$ cat config.mk
export PLATFORM = sky130hd
export DESIGN_NAME = seg_disp_sched
export DESIGN_NICKNAME = d
export VERILOG_FILES = /design/src/rtl/seg_disp_sched.sv
export SDC_FILE = /design/constraint.sdc
export NUM_CORES = 1
export LEC_CHECK = 0
export ABC_AREA = 1
export CORE_UTILIZATION = 40
export CTS_CLUSTER_DIAMETER = 200
export DETAILED_ROUTE_END_ITERATION = 10
export HOLD_SLACK_MARGIN = 0.06
export PLACE_DENSITY = 0.71
export SETUP_SLACK_MARGIN = 0.3
export SLEW_MARGIN = 30
export SYNTH_ARGS = -nofsm -noshare
export SYNTH_HDL_FRONTEND = slang
export SYNTH_SLANG_ARGS = --single-unit
$ cat constraint.sdc
create_clock -name CLOCK_50 -period 2.9 [get_ports CLOCK_50]
set_input_delay 0.87 -clock CLOCK_50 [delete_from_list [all_inputs] [get_ports CLOCK_50]]
set_output_delay 0.87 -clock CLOCK_50 [all_outputs]
set_load 0.05 [all_outputs]
$ cat src/rtl/seg_disp_sched.sv
// Round-robin scheduler sharing the 8-digit display between four word sources.
// Grants one requester at a time for a dwell period; key pulse skips early.
module seg_disp_sched #(
  parameter int          DWELL      = 50_000_000,
  parameter int          CNT_W      = 26,
  parameter logic [31:0] BLANK_WORD = 32'h0000_0000
) (
  input  logic        CLOCK_50,
  input  logic        rst,
  input  logic [3:0]  req,
  input  logic [31:0] data0,
  input  logic [31:0] data1,
  input  logic [31:0] data2,
  input  logic [31:0] data3,
  input  logic        next_pulse,
  input  logic        pause,
  output logic [31:0] disp_data,
  output logic        disp_valid,
  output logic [3:0]  grant,
  output logic [1:0]  src_idx
);

  typedef enum logic {IDLE, SHOW} state_t;

  localparam logic [CNT_W-1:0] LAST = CNT_W'(DWELL - 1);

  state_t           state, state_nxt;
  logic [1:0]       ptr, ptr_nxt;
  logic [CNT_W-1:0] cnt, cnt_nxt;
  logic [31:0]      data_nxt;
  logic             valid_nxt;
  logic [3:0]       grant_nxt;
  logic [1:0]       src_nxt;
  logic [1:0]       win;
  logic [1:0]       cand;
  logic             win_ok;
  logic             adv;

  function automatic logic [31:0] pick(input logic [1:0] idx);
    logic [31:0] w;
    unique case (idx)
      2'd0:    w = data0;
      2'd1:    w = data1;
      2'd2:    w = data2;
      default: w = data3;
    endcase
    return w;
  endfunction

  // Walk downward so the nearest requester after ptr wins; ptr itself is last.
  always_comb begin
    win    = ptr;
    win_ok = 1'b0;
    cand   = 2'd0;
    for (int k = 4; k >= 1; k--) begin
      cand = ptr + 2'(k);
      if (req[cand]) begin
        win    = cand;
        win_ok = 1'b1;
      end
    end
  end

  always_comb begin
    state_nxt = state;
    ptr_nxt   = ptr;
    cnt_nxt   = cnt;
    data_nxt  = disp_data;
    valid_nxt = disp_valid;
    grant_nxt = grant;
    src_nxt   = src_idx;
    adv       = 1'b0;
    unique case (state)
      IDLE: begin
        data_nxt = BLANK_WORD;
        if (win_ok) begin
          state_nxt = SHOW;
          ptr_nxt   = win;
          cnt_nxt   = '0;
          data_nxt  = pick(win);
          valid_nxt = 1'b1;
          grant_nxt = 4'(1) << win;
          src_nxt   = win;
        end
      end
      default: begin
        adv = (cnt == LAST && !pause) || next_pulse || !req[src_idx];
        if (!adv) begin
          data_nxt = pick(src_idx);
          if (!pause) cnt_nxt = cnt + 1'b1;
        end else if (win_ok) begin
          ptr_nxt   = win;
          cnt_nxt   = '0;
          data_nxt  = pick(win);
          grant_nxt = 4'(1) << win;
          src_nxt   = win;
        end else begin
          state_nxt = IDLE;
          cnt_nxt   = '0;
          data_nxt  = BLANK_WORD;
          valid_nxt = 1'b0;
          grant_nxt = 4'b0000;
        end
      end
    endcase
  end

  always_ff @(posedge CLOCK_50) begin
    if (rst) begin
      state      <= IDLE;
      ptr        <= 2'd3;
      cnt        <= '0;
      disp_data  <= BLANK_WORD;
      disp_valid <= 1'b0;
      grant      <= 4'b0000;
      src_idx    <= 2'd0;
    end else begin
      state      <= state_nxt;
      ptr        <= ptr_nxt;
      cnt        <= cnt_nxt;
      disp_data  <= data_nxt;
      disp_valid <= valid_nxt;
      grant      <= grant_nxt;
      src_idx    <= src_nxt;
    end
  end

endmodule

* Word level (Yosys, flattened, before mapping)
Index checks and enable logic that the tools add are counted.
Operators by class: add/sub/neg operators 4, multiply operators 0, bitwise operators 0, $lt $le $gt $ge 5, divide/modulo/power cells 0, equality and inequality tests 8, muxes and demuxes 43, reductions and logical operators 11, shifts and indexed selects 1
Operator list (number):
- $pmux W32 S3 | 2
- $mux W26 | 4
- $mux W32 | 3
- $add A26 B1 Y26 const B | 1
- $eq A26 B26 Y1 const B | 1
- $mux W2 | 9
- $mux W1 | 16
- $mux W4 | 4
- $lt A2 B3 Y1 const B | 5
- $bmux W1 S2 | 5
- $add A2 B2 Y2 const B | 2
- $eq A2 B1 Y1 const B | 2
- $eq A2 B2 Y1 const B | 2
- $logic_not A2 Y1 | 2
- $reduce_and A2 Y1 | 2
- $shl A1 B2 Y4 const A | 1
- $ne A3 B2 Y1 const B | 1
- $reduce_and A3 Y1 | 1
- $add A2 B1 Y2 const B | 1
- $logic_not A1 Y1 | 2
- $logic_or A1 B1 Y1 | 2
- $ne A2 B1 Y1 const B | 1
- $ne A2 B2 Y1 const B | 1
- $reduce_bool A2 Y1 | 1
- $logic_and A1 B1 Y1 | 1
Word-level totals: output and inout bits 39, bits in latches 0, memories 0, RAM bits 0, word-level logic and storage cells 79, bits in read-only memories 0, register bits after elaboration 68, bits of input ports 136

* Depth between registers and ports, before layout
word-level depth 11, depth in mapped cells 16, depth with buffers taken out 14

* Worst setup path after synthesis
No wires, ideal clock.
path kind in2reg, start point input port req[0], end point register cnt[21], setup time 0.115 ns, arrival 2.061 ns, path buffers 1, required time 2.785 ns, stages on the path 7, slack 0.724 ns, cells stage by stage nor4_2 -> nand2_1 -> nand2_2 -> inv_2 -> buf_2 -> a21oi_1 -> nor2_1
On the way: word-level cells in the longest chain between the ends 8, elaborated cells between the ends (all ways) 21, classes of those cells eq/ne (1); mux (16); reduce/logical (4)
RTL lines:
- from (decl) | line 10 | input logic [3:0] req,
- $bmux W1 S2 | line 57 | if (req[cand]) begin
- $mux W1 (not written as such) | line 57
- $mux W1 (4 in a row) | line 57
- $reduce_bool A2 Y1 (no source line)
- $reduce_and A2 Y1 (no source line)
- to (signal assigned) | line 120 | cnt <= cnt_nxt;
- to (decl) | line 29 | logic [CNT_W-1:0] cnt, cnt_nxt;
Several ways; a longest one is shown, not always the timed one. The select of a mux whose other input is x is not followed. A chain may end at the register's enable or synchronous reset.

* Final worst setup path
start point register src_idx[1], end point output port src_idx[1]
RTL lines:
- from (decl) | line 20 | output logic [1:0] src_idx
- from (signal assigned) | line 124 | src_idx <= src_nxt;
No word-level cell between the ends.

==> run_results.csv <==
group,metric,value,unit
timing,hold_viol,0,
global_routing,gr-total-overflow,0,
yosys,synth_cell_types,33,
timing,drv_slew,0,
power,combPwrFrac,69.2,%
setup_path,cp_slowest_cell,"clkdlybuf4s50_1",
power,sw_frac_of_total,50.1,%
yosys,syn-instance-count,940,
timing,worstMarginPinSlew,578,ps
floorplanning,die_h,119,um
global_routing,grt.total_usage,28.0,%
global_routing,grt_pass1_vias,6445,
yosys,ys_ff_latch,68,
clocking,tritoncts,"done",
detailed_routing,drc,0,
power,p_int,4120,uW
power,ir_worst_vdd,0.682,mV
setup_path,start_kind,"register",
cells_and_area,drive_gt1_share,6.73,%
yosys,synth_largest_area_cell,"dfxtp_1",
setup_path,arrival,1670,ps
timing,max_freq,394,MHz
cells_and_area,antennaDiodeCount,0,
timing,relSlewSlack,61.5,%
global_routing,grt_first_pass_wirelength,31300,um
detailed_routing,routedWlPerCell,15.5,um
power,power.switching,4140,uW
floorplanning,core_area,0.0132,mm^2
setup_path,path_class,"reg -> out",
yosys,yosysWarnings,0,
power,clockPowerShare,15.0,%
timing,fin_skew,5.70,ps
yosys,yosysSeqAreaShare,25.0,%
cells_and_area,final_cell_mix,"242 x nand2_1, 172 x clkdlybuf4s50_1, 170 x nand3_1",
global_routing,grt_antenna_before_repair,0,
placed_design,gp_congestion,0.899,
placed_design,port_buffers,174,
worst_hold_path,hold_path_class,"reg -> reg",
timing,tns,0,ps
floorplanning,io-pin-count,175,
yosys,synth_fp_nets,1077,
clocking,clock_path_buffers,2,
power,p_per_area,1060,mW/mm^2
yosys,yosys.area.top_type_share,25.0,%
setup_path,crit_chain,"clkdlybuf4s50_1",
setup_path,worstPathRequired,2030,ps
detailed_routing,finalWirelength,19800,um
clocking,cts-buffers-inserted,9,
clocking,cts_setup_buffers,0,
detailed_routing,via_per_inst,5.32,
timing,period_needed,2540,ps
setup_path,cp-end-kind,"primary output",
clocking,clk_pin_slew,60,ps
cells_and_area,fin_nets,1232,
timing,post-route-period-util,87.5,%
timing,timing.hold.ws,486,ps
placed_design,dpl_cell_area,0.00740,mm^2
cells_and_area,fin_area,0.00779,mm^2
yosys,synth_area_leaders,"dfxtp_1 25%, nand2_1 17%, nand3_1 16%",
clocking,cts_root_buf,"clkbuf_16",
yosys,synth_area,0.00545,mm^2
clocking,cts.sink_count,68,
clocking,cts-htree-levels,3,
power,finalPower,8260,uW
power,pwr-share-seq,15.8,%
detailed_routing,vias,6784,
cells_and_area,fillers,1308,
detailed_routing,ant_nets,0,
cells_and_area,layoutNonFillerInstCount,1276,
setup_path,path_buf_inv,1,
setup_path,path_delay_family,"buffers and inverters",
cells_and_area,syn2layout_area_growth,43.1,%
clocking,clock_latency,350,ps
setup_path,crit_fanout,5,
floorplanning,die-area,0.0141,mm^2
power,power_leakage,0.00340,uW
yosys,avgSynthCellArea,5.79,um^2
placed_design,place_hpwl,13600,um
timing,setup_viol,0,
detailed_routing,drtPass1Iterations,5,
cells_and_area,final_common_cell,"nand2_1",
timing,rsz0062_at_grt,"false",
setup_path,worst_path_largest_cell_delay,860,ps
status,status,"complete, no violations",
floorplanning,die_x,119,um
global_routing,grt_max_degree,58,
detailed_routing,drt_iter0_drc,667,
flow_run,drv_cap,0,
floorplanning,row_count,42,
placed_design,placed_cells,1258,
floorplanning,initial_core_util,41.1,%
## Yosys cell counts, drive strengths merged
| cell | n |
|---|---|
| nand2 | 251 |
| nand3 | 170 |
| inv | 130 |
| nor2 | 74 |
| dfxtp | 68 |
| o21ai | 61 |
| a21oi | 50 |
| buf | 34 |
| clkbuf | 24 |
| nor3 | 16 |
| a221oi | 13 |
| o2111ai | 12 |
| nand4 | 10 |
| xor2 | 6 |
| nand3b | 5 |
| o211ai | 5 |
| o31ai | 3 |
| nor3b | 2 |
| nor4 | 2 |
| a22oi | 1 |
| clkinv | 1 |
| ha | 1 |
| o22ai | 1 |
## final cells by class
cell class / instances / area, um^2 / area share (%)
Multi-Input combinational cell: 683 / 3280 / 42.1
Clock buffer: 13 / 260 / 3.34
Tap cell: 176 / 220 / 2.83
Sequential cell: 68 / 1360 / 17.5
Clock inverter: 3 / 68.8 / 0.883
Inverter: 131 / 494 / 6.34
Timing Repair Buffer: 202 / 2100 / 27.0
## cell families after synthesis
family | Yosys count | share of synthesized area, %
xor gates and xnor gates | 6 | 0.965
adders and majority gates | 1 | 0.230
buffers and inverters | 189 | 15.2
DFF | 68 | 25.0
AOI/OAI and AO/OA | 146 | 15.9
and+or+nand+nor | 530 | 42.7
## layer usage
layer	GRT usage, %	part of all wire (%)
met5	0	0
met2	46.8	47
met4	12.7	3.7
met3	6.90	7.6
met1	33.7	42
## tightest hold or removal path: stages, from the launching register on
cell     delay [ps]
dfxtp_1         330
nand2_1          70
o31ai_2          50
## sequential cells by signal (all words and copies together), names as in the netlist
| name | flops |
|---|---|
| cnt | 26 |
| ptr | 2 |
| disp_data | 32 |
| grant | 4 |
| state | 1 |
| src_idx | 2 |
| disp_valid | 1 |
## final timing paths
check             start         end  slack [ps]  cells past startpoint
max          src_idx[1]  src_idx[1]         360                      1
min            grant[0]    grant[0]         490                      2
max reg2reg  src_idx[1]      cnt[4]         670                     13
min reg2reg    grant[0]    grant[0]         490                      2
## power by group through the flow
stage,combinational [uW],clock (uW),sequential [uW]
2_1_floorplan,3340,0,1880
4_1_cts,5430,1250,1300
6_report,5710,1240,1300
3_3_place_gp,5360,0,1320
3_5_place_dp,5410,0,1310
5_1_grt,6280,1290,1310
## through the flow
| stage | util, % | worst slack (ps) |
|---|---|---|
| 2_1_floorplan | - | 724 |
| 3_5_place_dp | 55.9 | 91.8 |
| 4_1_cts | 58.4 | 365 |
| 6_report | 58.8 | 361 |
| 3_3_place_gp | 55.9 | 167 |
| 5_1_grt | 58.8 | 308 |
## what timing repair did
action	CTS	global route
endpoints found under the setup margin	0	14
hold buffers	0	0
gates resized for setup	0	5
Power figures use the tool's default switching activity.
==> patch 1, RTL diff (same flow settings) <==
Compare `cnt` against `LAST` with >= in place of ==.
--- a/src/rtl/seg_disp_sched.sv
+++ b/src/rtl/seg_disp_sched.sv
@@ -86,3 +86,3 @@
       default: begin
-        adv = (cnt == LAST && !pause) || next_pulse || !req[src_idx];
+        adv = (cnt >= LAST && !pause) || next_pulse || !req[src_idx];
         if (!adv) begin
Function: same outputs for any inputs over 4 cycles, from zero or initial values and one cycle with rst high; that may be too few to reach the edited logic, so the function may still have changed.
==> patch 1 against the original RTL <==
  * First-iteration DRC count is 14% lower
  * Design area down 3.4%
  * Sequential cell count unchanged
  * Area after synthesis down 2.1%
  * Power is 3.3% lower
  * Setup slack improved by 0.078 ns
  * Non-clock buffer count unchanged
  * Routed wire length shrank 0.23%
  * Maximum frequency grew 3.2%
  * Critical endpoint is now src_idx[0]
==> patch 1: results (changes against the original RTL) <==
- The half-perimeter wire length of the detailed placement result is 14100 µm (+4.2%).
- The final routed wirelength across all metal layers came to 19800 µm (-0.23%).
- The diode insertion count for antenna repair is 0 (unchanged).
- The worst reg2reg path endpoint is cnt[19]$_SDFFE_PP0P_.
- The first-pass GRT wire length came to 31600 µm (+0.71%).
- Sorting the synthesized cells by area gives the leading types as sky130_fd_sc_hd__dfxtp_1, sky130_fd_sc_hd__nand2_1, sky130_fd_sc_hd__nand3_1, sky130_fd_sc_hd__nor2_1, sky130_fd_sc_hd__a21oi_1.
- The count of final setup violators was 0 (unchanged).
- The worst slew margin relative to its limit is 59.3% (-2.2 points).
- The leakage power total came to 2.94 nW (-14%).
- The commonest cells after synthesis are sky130_fd_sc_hd__nand2_1, sky130_fd_sc_hd__nand3_1, sky130_fd_sc_hd__nor2_1.
- The met3 usage came to 7.32% (+0.41 points).
- The share of cells above drive strength 1 is 6.59% (-0.14 points).
- The global-route met2 utilization is 47.6% (+0.81 points).
- The highest cell delay on the worst timing path is 0.84 ns (-0.02 ns).
- The detailed router's first-iteration violation count is 572 (-14%).
- The share of the yosys chip area belonging to registers is 25.5% (+0.53 points).
- The pin count of the biggest net entering global routing is 41 (-29%).
- The final clock skew is 0.00990 ns (+0.00420 ns).
- The signal arrival time at the worst endpoint is 1.59 ns (-0.08 ns).
- The maximum vdd drop is 0.767 mV (+12%).
- The worst register-to-register path begins at cnt[0]$_SDFFE_PP0P_.
- The most critical setup path has its endpoint at src_idx[0].
- The overall via count from detail_route came to 6748 (-0.53%).
- The depth of the worst register-to-register path is 15 (+2).
- The global-route track usage on met1 is 34.5% (+0.77 points).
- The minimum setup slack among reg-to-reg paths is 0.60 ns (-0.07 ns).
- Clock tree synthesis selected as its root buffer the cell sky130_fd_sc_hd__clkbuf_16.
- The number of H-tree levels came to 3 (unchanged).
- The portion of synthesized cell area occupied by the leading cell type came to 25.5% (+0.53 points).
- The number of library cell types mapped by synthesis is 32 (-3.0%).
- The family with the most delay on the worst path is buffers and inverters.
- The number of buffers added by the clock tree synthesis step is 9 (unchanged).
- The net count after synthesis is 1070 (-0.65%).
- The run finished with clean final reports.
- The count of filler cells inserted in the layout was 1289 (-1.5%).
- The launch point of the worst path is src_idx[0]$_SDFFE_PP0P_.
- The placer congestion estimate is 0.910 (+1.2%).
- The total routing usage reported by global routing is 28.4% (+0.41 points).
- The count of nets after finishing is 1227 (-0.41%).
- The number of global-route vias before repair is 6231 (-3.3%).
patch 1: cell count changes after synthesis, sizes merged, moves of 5 or more:
cell,before,now
nand3,170,125
o211ai,5,0
nor2,74,113
nand4,10,38
nand2,251,353
a221oi,13,0
a21oi,50,58
o21ai,61,38
o2111ai,12,1
inv,130,43
nand3b,5,0
patch 1: through the flow:
step                hold WS (ns)  util [%]  std cells  setup WS [ns]  cell area, µm²
detailed placement         0.446      56.2       1248         0.0437            7210
global placement           0.438      56.2       1248         0.0925            7210
CTS                        0.459      58.4       1262          0.404            7490
global route               0.504      58.7       1265          0.278            7530
floorplan                  0.467         -        933          0.798            5330
finish                     0.457      58.7       1265          0.440            7530
patch 1: kinds of logic after synthesis:
| kind of cell | after synthesis | share of synthesized area (%) |
|---|---|---|
| compound gates | 102 | 10.0 |
| buf+inv | 99 | 9.74 |
| flops | 68 | 25.5 |
| fa+ha+maj | 1 | 0.235 |
| xor+xnor | 11 | 1.81 |
| simple gates | 652 | 52.7 |
patch 1: power by group:
part	leakage [nW]	internal [mW]	switching (mW)	total, mW
Sequential	0.557	1.16	0.111	1.27
Combinational	2.24	2.04	3.60	5.64
Clock	0.140	0.637	0.441	1.08
Total	2.94	3.84	4.15	7.99
patch 1: layout make-up:
cell class	instances	area [µm²]	area share [%]
clock inverter	2	10.0	0.133
timing repair buffer	202	2040	27.1
sequential	68	1360	18.1
tap	172	215	2.86
inverter	43	171	2.28
clock buffer	12	267	3.54
multi-input combinational	766	3460	46.0
patch 1: worst min path at each step:
stage                          start               endpoint  cells after the start
6_report       grant[2]$_SDFFE_PP0P_  grant[2]$_SDFFE_PP0P_                      2
5_1_grt        grant[2]$_SDFFE_PP0P_  grant[2]$_SDFFE_PP0P_                      2
4_1_cts        grant[2]$_SDFFE_PP0P_  grant[2]$_SDFFE_PP0P_                      2
3_5_place_dp   grant[2]$_SDFFE_PP0P_  grant[2]$_SDFFE_PP0P_                      2
3_3_place_gp   grant[2]$_SDFFE_PP0P_  grant[2]$_SDFFE_PP0P_                      2
2_1_floorplan   cnt[11]$_SDFFE_PP0P_   cnt[11]$_SDFFE_PP0P_                      2
patch 1: metal layers:
metal  share of wire (%)  up-vias
met5                   0        -
met4                 2.5        0
met3                 8.5       36
met2                  47      289
met1                  41     3054
li1                    -     3369
patch 1: what timing repair did:
| item | in CTS | in global routing |
|---|---|---|
| setup buffers | 0 | 3 |
| endpoints found under the setup margin | 0 | 27 |
| resized for setup | 0 | 6 |
==> patch 2, RTL diff (same flow settings) <==
Without the edit above. `DWELL`: 50_000_000 -> 33_554_432.
--- a/src/rtl/seg_disp_sched.sv
+++ b/src/rtl/seg_disp_sched.sv
@@ -3,3 +3,3 @@
 module seg_disp_sched #(
-  parameter int          DWELL      = 50_000_000,
+  parameter int          DWELL      = 33_554_432,
   parameter int          CNT_W      = 26,
Formal check against the unedited RTL: same outputs for any inputs over 4 cycles, from zero or initial values and one cycle with rst high; that may be too few to reach the edited logic, so the function may still have changed.
==> patch 2 against the original RTL <==
  * Routed wire length increased by 0.87%
  * Non-clock buffer count rose by 12
  * Core utilization rose by 2.1 points
  * Global-route usage is 0.37 points higher
  * Sequential cell count did not move
  * Power is 7.6% higher
  * Largest cell class unchanged
  * Via count decreased by 2.3%
  * Setup slack gained 0.11 ns
  * Design area rose by 0.27%
  * Area after synthesis decreased by 1.7%
==> patch 2: results (changes against the original RTL) <==
- The total area of sequential cells is 1360 µm² (about the same).
- The startpoint identified for the worst hold timing path is grant[2]$_SDFFE_PP0P_.
- The met3 usage is 7.32% (+0.41 points).
- The worst slew margin relative to its limit came to 46.5% (-15 points).
- The multi-input combinational gate total is 630 (-7.8%).
- The first-pass GRT wire length is 31600 µm (+0.99%).
- The area of placed instances is 7290 µm² (-1.4%).
- The share of cells above drive strength 1 is 13.4% (+6.6 points).
- The minimum setup slack among reg-to-reg paths was 0.59 ns (-0.08 ns).
- The number of library cell types mapped by synthesis is 43 (+30%).
- The post-synthesis to final-layout area growth is 45.9%.
- The net count after synthesis came to 978 (-9.2%).
- The leakage power total came to 3.06 nW (-10%).
- The worst register-to-register path ends at disp_data[20]$_SDFF_PP0_.
- The placer congestion estimate is 0.907 (+0.91%).
- The flow ran to the end, and the final reports show no timing, DRC or antenna violations.
- The pin count of the biggest net entering global routing came to 50 (-14%).
- The count of filler cells inserted in the layout is 1194 (-8.7%).
- The largest fanout on the critical path is 2 (-3).
- The worst-case setup slack after placement is 0.0329 ns (-0.0589 ns).
- The count of inverters not on the clock network in the layout is 83 (-37%).
- The path with the worst hold slack has its endpoint at grant[2]$_SDFFE_PP0P_.
- The number of global-route vias before repair is 6345 (-1.6%).
- The commonest cells after synthesis are sky130_fd_sc_hd__nand3_1, sky130_fd_sc_hd__nand2_1, sky130_fd_sc_hd__inv_1.
- The wire length on met3 is 1940 µm (+28%).
- The final clock skew came to 0.00759 ns (+0.00189 ns).
- The number of cells in the finished layout apart from fillers is 1183 (-7.3%).
- By area the synthesized netlist is led by sky130_fd_sc_hd__dfxtp_1, sky130_fd_sc_hd__nand3_1, sky130_fd_sc_hd__nand2_1, sky130_fd_sc_hd__a21oi_1, sky130_fd_sc_hd__inv_1.
- The total power divided by cell area was 1140 nW/µm² (+7.3%).
- The detailed router's first-iteration violation count is 554 (-17%).
- The combined area of the multi-input logic cells is 3360 µm² (+2.4%).
- The xor/xnor cell area share of the yosys netlist was 1.14% (+0.18 points).
- The highest cell delay on the worst timing path is 0.82 ns (-0.04 ns).
- The routed length on met2 is 9470 µm (+2.4%).
- The final hold slack is 0.482 ns (-0.00314 ns).
- The half-perimeter wire length of the detailed placement result is 14100 µm (+3.7%).
- The buffer share of cell area is 28.3% (+1.3 points).
- The signal arrival time at the worst endpoint is 1.56 ns (-0.11 ns).
- The maximum vdd drop is 0.615 mV (-9.9%).
- The wire length on met1 is 7970 µm (-4.5%).
-- patch 2: changes by cell type in the layout (fill, tap and decap cells not counted), moves of 7 or more --
cell / change
sky130_fd_sc_hd__a32oi_1: +16
sky130_fd_sc_hd__nor2_1: -29
sky130_fd_sc_hd__o21ai_0: -8
sky130_fd_sc_hd__nand2_2: +7
sky130_fd_sc_hd__a21oi_2: +24
sky130_fd_sc_hd__a21oi_1: +13
sky130_fd_sc_hd__nand2_4: +8
sky130_fd_sc_hd__inv_1: -47
sky130_fd_sc_hd__buf_4: +10
sky130_fd_sc_hd__nand3_1: +13
sky130_fd_sc_hd__o21ai_1: +7
sky130_fd_sc_hd__nand2_1: -90
sky130_fd_sc_hd__a221oi_1: -13
-- patch 2: power breakdown --
part	total (mW)	switching (mW)	internal, mW	leakage (nW)
clock network	1.28	0.445	0.837	0.161
logic	6.29	3.82	2.47	2.34
registers	1.31	0.144	1.16	0.558
total	8.88	4.41	4.47	3.06
-- patch 2: repair_timing --
action | CTS | global route
endpoints found under the setup margin | 0 | 38
gates resized for setup | 0 | 24
buffers inserted | 0 | 2
-- patch 2: worst max-delay path by stage --
stage,startpoint,slack [ns],end,depth (start not counted)
global placement,req[1],0.04,disp_data[20]$_SDFF_PP0_,12
floorplan,req[0],0.72,cnt[21]$_SDFFE_PP0P_,12
CTS,req[1],0.38,disp_data[20]$_SDFF_PP0_,12
global route,src_idx[1]$_SDFFE_PP0P_,0.43,disp_data[20]$_SDFF_PP0_,10
detailed placement,req[1],0.03,cnt[19]$_SDFFE_PP0P_,13
finish,grant[3]$_SDFFE_PP0P_,0.47,grant[3],1
